### src/rtl/wb_dest_scoreboard_if.sv
// Bus bundle for the destination-register scoreboard.
//   master : issues/retires destinations and presents ID source registers,
//            observes stall, busy_mask, inflight and the sticky error flags.
//   slave  : the scoreboard itself.
interface wb_dest_scoreboard_if #(
  parameter int NREG  = 32,
  parameter int INF_W = 6
);
  localparam int AW = $clog2(NREG);

  logic             issue_valid;
  logic             issue_we;
  logic [AW-1:0]    issue_rd;
  logic             wb_valid;
  logic [AW-1:0]    wb_rd;
  logic             flush;
  logic [AW-1:0]    src_rs;
  logic [AW-1:0]    src_rt;
  logic             stall;
  logic [NREG-1:0]  busy_mask;
  logic [INF_W-1:0] inflight;
  logic             err_ovf;
  logic             err_unf;

  modport master (
    output issue_valid, issue_we, issue_rd, wb_valid, wb_rd, flush, src_rs, src_rt,
    input  stall, busy_mask, inflight, err_ovf, err_unf
  );

  modport slave (
    input  issue_valid, issue_we, issue_rd, wb_valid, wb_rd, flush, src_rs, src_rt,
    output stall, busy_mask, inflight, err_ovf, err_unf
  );
endinterface

### src/rtl/wb_dest_scoreboard.sv
// Destination-register scoreboard.
// Tracks outstanding register writes between ID issue and WB retire with a
// small saturating counter per architectural register, and stalls ID when a
// source register still has a write in flight.
// Ports:
//   clk    rising-edge clock
//   rst_n  synchronous active-low reset
//   bus    slave side of wb_dest_scoreboard_if (issue, retire, flush, sources
//          in; stall, busy_mask, inflight, err_ovf, err_unf out)

// One register's outstanding-write counter. inc/dec arrive already qualified
// for this register; simultaneous inc and dec cancel.
module wb_dest_cnt #(
  parameter int CNT_W = 2
) (
  input  logic             clk,
  input  logic             rst_n,
  input  logic             flush,
  input  logic             inc,
  input  logic             dec,
  output logic [CNT_W-1:0] cnt
);
  localparam logic [CNT_W-1:0] MAX = {CNT_W{1'b1}};

  always_ff @(posedge clk) begin
    if (!rst_n || flush)                   cnt <= '0;
    else if (inc && !dec && cnt != MAX)    cnt <= cnt + 1'b1;
    else if (dec && !inc && cnt != '0)     cnt <= cnt - 1'b1;
  end
endmodule

module wb_dest_scoreboard #(
  parameter int NREG   = 32,
  parameter int CNT_W  = 2,
  parameter int WB_BYP = 1
) (
  input  logic               clk,
  input  logic               rst_n,
  wb_dest_scoreboard_if.slave bus
);
  localparam int AW    = $clog2(NREG);
  localparam int INF_W = 6;
  localparam logic [CNT_W-1:0] MAX = {CNT_W{1'b1}};
  localparam logic [CNT_W-1:0] ONE = CNT_W'(1);

  logic [NREG-1:0][CNT_W-1:0] cnt;

  // Register 0 is hardwired and never tracked.
  logic issue_ok, wb_ok, same;
  assign issue_ok = bus.issue_valid & bus.issue_we & (bus.issue_rd != '0);
  assign wb_ok    = bus.wb_valid & (bus.wb_rd != '0);
  assign same     = issue_ok & wb_ok & (bus.issue_rd == bus.wb_rd);

  logic [CNT_W-1:0] cnt_i, cnt_w;
  assign cnt_i = cnt[bus.issue_rd];
  assign cnt_w = cnt[bus.wb_rd];

  // Effective counter moves and error events; a same-register pair is a no-op.
  logic inc_eff, dec_eff, ovf_ev, unf_ev;
  assign inc_eff = issue_ok & ~same & (cnt_i != MAX);
  assign ovf_ev  = issue_ok & ~same & (cnt_i == MAX);
  assign dec_eff = wb_ok & ~same & (cnt_w != '0);
  assign unf_ev  = wb_ok & ~same & (cnt_w == '0);

  assign cnt[0]           = '0;
  assign bus.busy_mask[0] = 1'b0;

  for (genvar i = 1; i < NREG; i++) begin : g_reg
    wb_dest_cnt #(.CNT_W(CNT_W)) u_cnt (
      .clk   (clk),
      .rst_n (rst_n),
      .flush (bus.flush),
      .inc   (issue_ok & (bus.issue_rd == AW'(i))),
      .dec   (wb_ok & (bus.wb_rd == AW'(i))),
      .cnt   (cnt[i])
    );
    assign bus.busy_mask[i] = |cnt[i];
  end

  // inflight tracks the counter sum incrementally; it moves only when a
  // counter actually moves, so saturation/underflow leave it alone.
  // It is 6 bits wide and wraps if more than 63 writes are outstanding.
  logic [INF_W-1:0] inflight_q;
  logic             err_ovf_q, err_unf_q;

  always_ff @(posedge clk) begin
    if (!rst_n) begin
      inflight_q <= '0;
      err_ovf_q  <= 1'b0;
      err_unf_q  <= 1'b0;
    end else if (bus.flush) begin
      inflight_q <= '0;
    end else begin
      inflight_q <= inflight_q + INF_W'(inc_eff) - INF_W'(dec_eff);
      err_ovf_q  <= err_ovf_q | ovf_ev;
      err_unf_q  <= err_unf_q | unf_ev;
    end
  end

  assign bus.inflight = inflight_q;
  assign bus.err_ovf  = err_ovf_q;
  assign bus.err_unf  = err_unf_q;

  // Source hazard. A last outstanding write retiring this cycle is covered by
  // register-file write-through, so it need not stall.
  logic [CNT_W-1:0] cnt_rs, cnt_rt;
  logic             byp_rs, byp_rt, hit_rs, hit_rt;
  assign cnt_rs = cnt[bus.src_rs];
  assign cnt_rt = cnt[bus.src_rt];
  assign byp_rs = (WB_BYP != 0) & bus.wb_valid & (bus.wb_rd == bus.src_rs) & (cnt_rs == ONE);
  assign byp_rt = (WB_BYP != 0) & bus.wb_valid & (bus.wb_rd == bus.src_rt) & (cnt_rt == ONE);
  assign hit_rs = (bus.src_rs != '0) & (cnt_rs != '0) & ~byp_rs;
  assign hit_rt = (bus.src_rt != '0) & (cnt_rt != '0) & ~byp_rt;
  assign bus.stall = hit_rs | hit_rt;
endmodule

### src/flat_wrapper.sv
// flat-port wrapper written by rule: the top's interface ports become plain ports
module wb_dest_scoreboard_flat 
#(
  parameter int NREG   = 32,
  parameter int CNT_W  = 2,
  parameter int WB_BYP = 1
)
  (clk, rst_n, bus_issue_valid, bus_issue_we, bus_issue_rd, bus_wb_valid, bus_wb_rd, bus_flush, bus_src_rs, bus_src_rt, bus_stall, bus_busy_mask, bus_inflight, bus_err_ovf, bus_err_unf);
  wb_dest_scoreboard_if #(.NREG(NREG), .INF_W(6)) bus_i ();
  input  logic clk;
  input  logic rst_n;
  input wire logic [$bits(bus_i.issue_valid)-1:0] bus_issue_valid;
  input wire logic [$bits(bus_i.issue_we)-1:0] bus_issue_we;
  input wire logic [$bits(bus_i.issue_rd)-1:0] bus_issue_rd;
  input wire logic [$bits(bus_i.wb_valid)-1:0] bus_wb_valid;
  input wire logic [$bits(bus_i.wb_rd)-1:0] bus_wb_rd;
  input wire logic [$bits(bus_i.flush)-1:0] bus_flush;
  input wire logic [$bits(bus_i.src_rs)-1:0] bus_src_rs;
  input wire logic [$bits(bus_i.src_rt)-1:0] bus_src_rt;
  output wire logic [$bits(bus_i.stall)-1:0] bus_stall;
  output wire logic [$bits(bus_i.busy_mask)-1:0] bus_busy_mask;
  output wire logic [$bits(bus_i.inflight)-1:0] bus_inflight;
  output wire logic [$bits(bus_i.err_ovf)-1:0] bus_err_ovf;
  output wire logic [$bits(bus_i.err_unf)-1:0] bus_err_unf;
  assign bus_i.issue_valid = bus_issue_valid;
  assign bus_i.issue_we = bus_issue_we;
  assign bus_i.issue_rd = bus_issue_rd;
  assign bus_i.wb_valid = bus_wb_valid;
  assign bus_i.wb_rd = bus_wb_rd;
  assign bus_i.flush = bus_flush;
  assign bus_i.src_rs = bus_src_rs;
  assign bus_i.src_rt = bus_src_rt;
  assign bus_stall = bus_i.stall;
  assign bus_busy_mask = bus_i.busy_mask;
  assign bus_inflight = bus_i.inflight;
  assign bus_err_ovf = bus_i.err_ovf;
  assign bus_err_unf = bus_i.err_unf;
  wb_dest_scoreboard #(.NREG(NREG), .CNT_W(CNT_W), .WB_BYP(WB_BYP)) u_core (.clk(clk), .rst_n(rst_n), .bus(bus_i));
endmodule
### config.mk
export PLATFORM = sky130hd
export DESIGN_NAME = wb_dest_scoreboard_flat
export DESIGN_NICKNAME = d
export VERILOG_FILES = /design/src/rtl/wb_dest_scoreboard_if.sv /design/src/rtl/wb_dest_scoreboard.sv /design/src/flat_wrapper.sv
export SDC_FILE = /design/constraint.sdc
export NUM_CORES = 1
export LEC_CHECK = 0
export CAP_MARGIN = 20
export CELL_PAD_IN_SITES_DETAIL_PLACEMENT = 0
export CELL_PAD_IN_SITES_GLOBAL_PLACEMENT = 1
export CORE_MARGIN = 1
export CORE_UTILIZATION = 43
export CTS_CLUSTER_SIZE = 25
export DETAILED_ROUTE_END_ITERATION = 12
export PLACE_DENSITY = 0.83
export REMOVE_ABC_BUFFERS = 1
export SLEW_MARGIN = 10
export SYNTH_ARGS = -nofsm -noshare
export SYNTH_HDL_FRONTEND = slang
export SYNTH_SLANG_ARGS = --single-unit
### constraint.sdc
create_clock -name clk -period 4.45 [get_ports clk]
set_input_delay 0.89 -clock clk [delete_from_list [all_inputs] [get_ports clk]]
set_output_delay 0.89 -clock clk [all_outputs]
set_load 0.03 [all_outputs]
==> results of run 1 <==
layout by cell type (no fill, tap or decap), types with 14 or more instances in the layout:
cell             Yosys  final
nand2_1            112    112
o21ai_0             78     78
dfxtp_1             70     70
clkdlybuf4s50_1      0     64
nor2_1              49     49
a21oi_1             48     48
buf_4                2     46
or2_2               32     32
nor3_1              28     28
nand2b_1            28     27
mux4_2              21     21
inv_1               20     20
nand3_1             20     20
a31oi_1             18     18
nand3b_1            18     18
and3_1              14     14
mux4_1              14     14
or3_1               14     14
worst paths after layout:
kind,end,slack [ns],depth (start not counted)
worst min register to register,u_core.bus.err_unf,0.48,1
worst min-delay path,u_core.bus.err_unf,0.48,1
worst max-delay path,bus_stall,0.16,7
worst max register to register,u_core.bus.inflight[4],0.67,17
report_power, final:
part	internal, uW	switching, uW
clock	547	308
combinational	144	190
sequential	635	6.65
metrics by stage:
step / setup TNS [ns] / hold slack, ns / total power (uW) / instance area, um^2
detailed placement: -0.124 / 0.470 / 983 / 7360
floorplan: 0 / 0.480 / 811 / 6040
finish: 0 / 0.478 / 1830 / 7700
global placement: -0.144 / 0.461 / 978 / 7360
global route: 0 / 0.508 / 1890 / 7700
CTS: 0 / 0.486 / 1830 / 7690
logic make-up after synthesis:
logic type,share of synthesized area [%]
DFF,22.2
other,0.0594
muxes,17.4
and+or+nand+nor,30.3
adders and majority gates,1.51
xor gates and xnor gates,2.78
AOI/OAI and AO/OA,20.3
buffers and inverters,5.43
state kept, by name, summed over array words and instances, names as in the netlist:
register             count
u_core.g.u_cnt.cnt      62
u_core.bus.inflight      6
u_core.bus.err_ovf       1
u_core.bus.err_unf       1
area by class of cell:
| type | instances | share of cell area (%) |
|---|---|---|
| clock buffers | 10 | 2.98 |
| repair buffers | 115 | 14.1 |
| clock inverters | 6 | 1.43 |
| multi-input cells | 667 | 59.4 |
| flip-flops and latches | 70 | 18.2 |
| inverters | 20 | 0.975 |
| well taps | 180 | 2.93 |
cells in the mapped netlist (3+ instances only):
| cell | n | area share, % |
|---|---|---|
| a211oi_1 | 5 | 0.59 |
| a21o_1 | 8 | 0.95 |
| a21oi_1 | 48 | 3.8 |
| a221oi_1 | 10 | 1.4 |
| a22oi_1 | 4 | 0.48 |
| a31oi_1 | 18 | 1.8 |
| and2_1 | 8 | 0.79 |
| and3_1 | 14 | 1.4 |
| and3b_1 | 3 | 0.42 |
| buf_1 | 3 | 0.18 |
| buf_2 | 7 | 0.56 |
| clkbuf_1 | 23 | 1.4 |
| clkbuf_8 | 6 | 1.3 |
| dfxtp_1 | 70 | 22 |
| ha_1 | 6 | 1.2 |
| inv_1 | 20 | 1.2 |
| mux2_2 | 13 | 2.3 |
| mux2i_1 | 11 | 1.7 |
| mux4_1 | 14 | 5.8 |
| mux4_2 | 21 | 7.5 |
| nand2_1 | 112 | 6.7 |
| nand2b_1 | 28 | 2.8 |
| nand3_1 | 20 | 1.6 |
| nand3b_1 | 18 | 2.1 |
| nand4_1 | 4 | 0.40 |
| nand4b_1 | 3 | 0.42 |
| nor2_1 | 49 | 2.9 |
| nor2b_1 | 13 | 1.3 |
| nor3_1 | 28 | 2.2 |
| nor3b_1 | 7 | 0.83 |
| nor4_1 | 4 | 0.40 |
| o211ai_1 | 5 | 0.59 |
| o21ai_0 | 78 | 6.2 |
| o21bai_1 | 11 | 1.3 |
| o22ai_1 | 6 | 0.59 |
| or2_1 | 4 | 0.40 |
| or2_2 | 32 | 3.2 |
| or3_1 | 14 | 1.4 |
| xnor2_1 | 11 | 1.5 |
| xor2_1 | 9 | 1.2 |
metal layers:
layer / up-vias / wire (um) / share of wire, % / track usage [%]
met2: 355 / 10500 / 46 / 49.7
met4: 2 / 1050 / 4.6 / 17.8
met1: 3266 / 9670 / 42 / 40.2
li1: 3117 / - / - / -
met5: - / 12 / 0.052 / 0
met3: 75 / 1850 / 8.0 / 5.77
==> flow_summary.ini, run 1 <==
[drt]
drtPass1Iterations = 5
antenna_left = 0
via_per_inst = 6.38
wirelength_mm = 23.1
vias = 6815
wl_per_cell_um = 21.7
drtIter0Drc = 707
drcViolationCount = 0

[global_routing]
overflow = 0
grt_pass1_wl_mm = 35.2
grt_max_degree = 34
track_usage_pct = 31.4
grt_pass1_vias = 6443
antenna_found_initial = 1

[worst_setup_path]
cp_max_fo = 19
cp_slowest_cell = mux4_1
arrival_ns = 3.40
cp_slowest_stage_delay_ns = 0.58
crit_buf_inv = 3
crit_path_end_kind = primary output
r2r_start = u_core.g_reg[8].u_cnt.cnt[1]
critPathLaunch = bus_src_rt[0]
cp.required_ns = 3.56
path_cells = clkdlybuf4s50_1 > buf_12 > mux4_1 > mux4_2 > o21ai_0 > or3b_1 > buf_4
cp_top_family = multiplexers
crit_path_start_kind = input pin
critPathKind = in2out

[finish]
drive_gt1_share_pct = 15.7
syn_to_final_growth_pct = 22.0
num-fill-cells = 1328
nets = 916
multi_input_area_um2 = 4570
antenna_cells = 0
utilization_pct = 54.6
fin_cells = 1068
register_area_um2 = 1400

[sta]
setup_slack_ns = 0.158
hold_violations = 0
period_needed_ns = 4.29
slew_violations = 0
setup_violations = 0
finClkSkew_ns = 0.00703
finalCritPeriodShare_pct = 96.4
fmax_ghz = 0.233
maxSlewHeadroom_pct = 64.9
rsz0062_at_grt = false
tightest_slew_ns = 0.526

[clocking]
cts_resized = 0
cts_setup_buffers = 0
path_clk_slew_ns = 0.06
hold_buffers = 0
clock_sinks = 70
htree_levels = 3
cts_tree = done
ctsLongestPathBuffers = 2
cts_inserted_buffers = 9
clock_latency_ns = 0.36
cts-root-buf = clkbuf_16

[placement]
dp_hpwl_mm = 17.6
dp_cells = 1052
place_ws_ns = -0.124
port-buffer-count = 65
place.gp.congestion = 0.987

[hold_path]
hp-start = u_core.bus.err_unf
hold_path_class = reg2reg

[synthesis]
ys.flop_type = dfxtp_1
synth_edf_count = 0
syn_inst = 802
synthDistinctLibCells = 67
ys_ff_latch = 70
yosysWarnings = 0
synth-seq-area-share_pct = 22.2
synth_area_per_cell_um2 = 7.87
ys_async_sr_fraction_pct = 0
syn_area_um2 = 6310

[floorplanning]
die_w_um = 123
start_util_pct = 44.8
die_h_um = 123
boundaryPins = 67
num_rows = 43
die_area_um2 = 15200
core_area_um2 = 14100

[outcome]
status = completed

[job]
max_cap_violations = 0

[pwr]
p_leak_uw = 0.00272
worst_ir_drop_vdd_mv = 0.164
power_density_nw_per_um2 = 238
(Power assumes the default switching activity.)
==> run 2: changes to the inputs <==
- SLEW_MARGIN: 10 -> default
==> results of run 2 <==
Same layout as run 1: the final DEF is identical, and so are final timing and power.
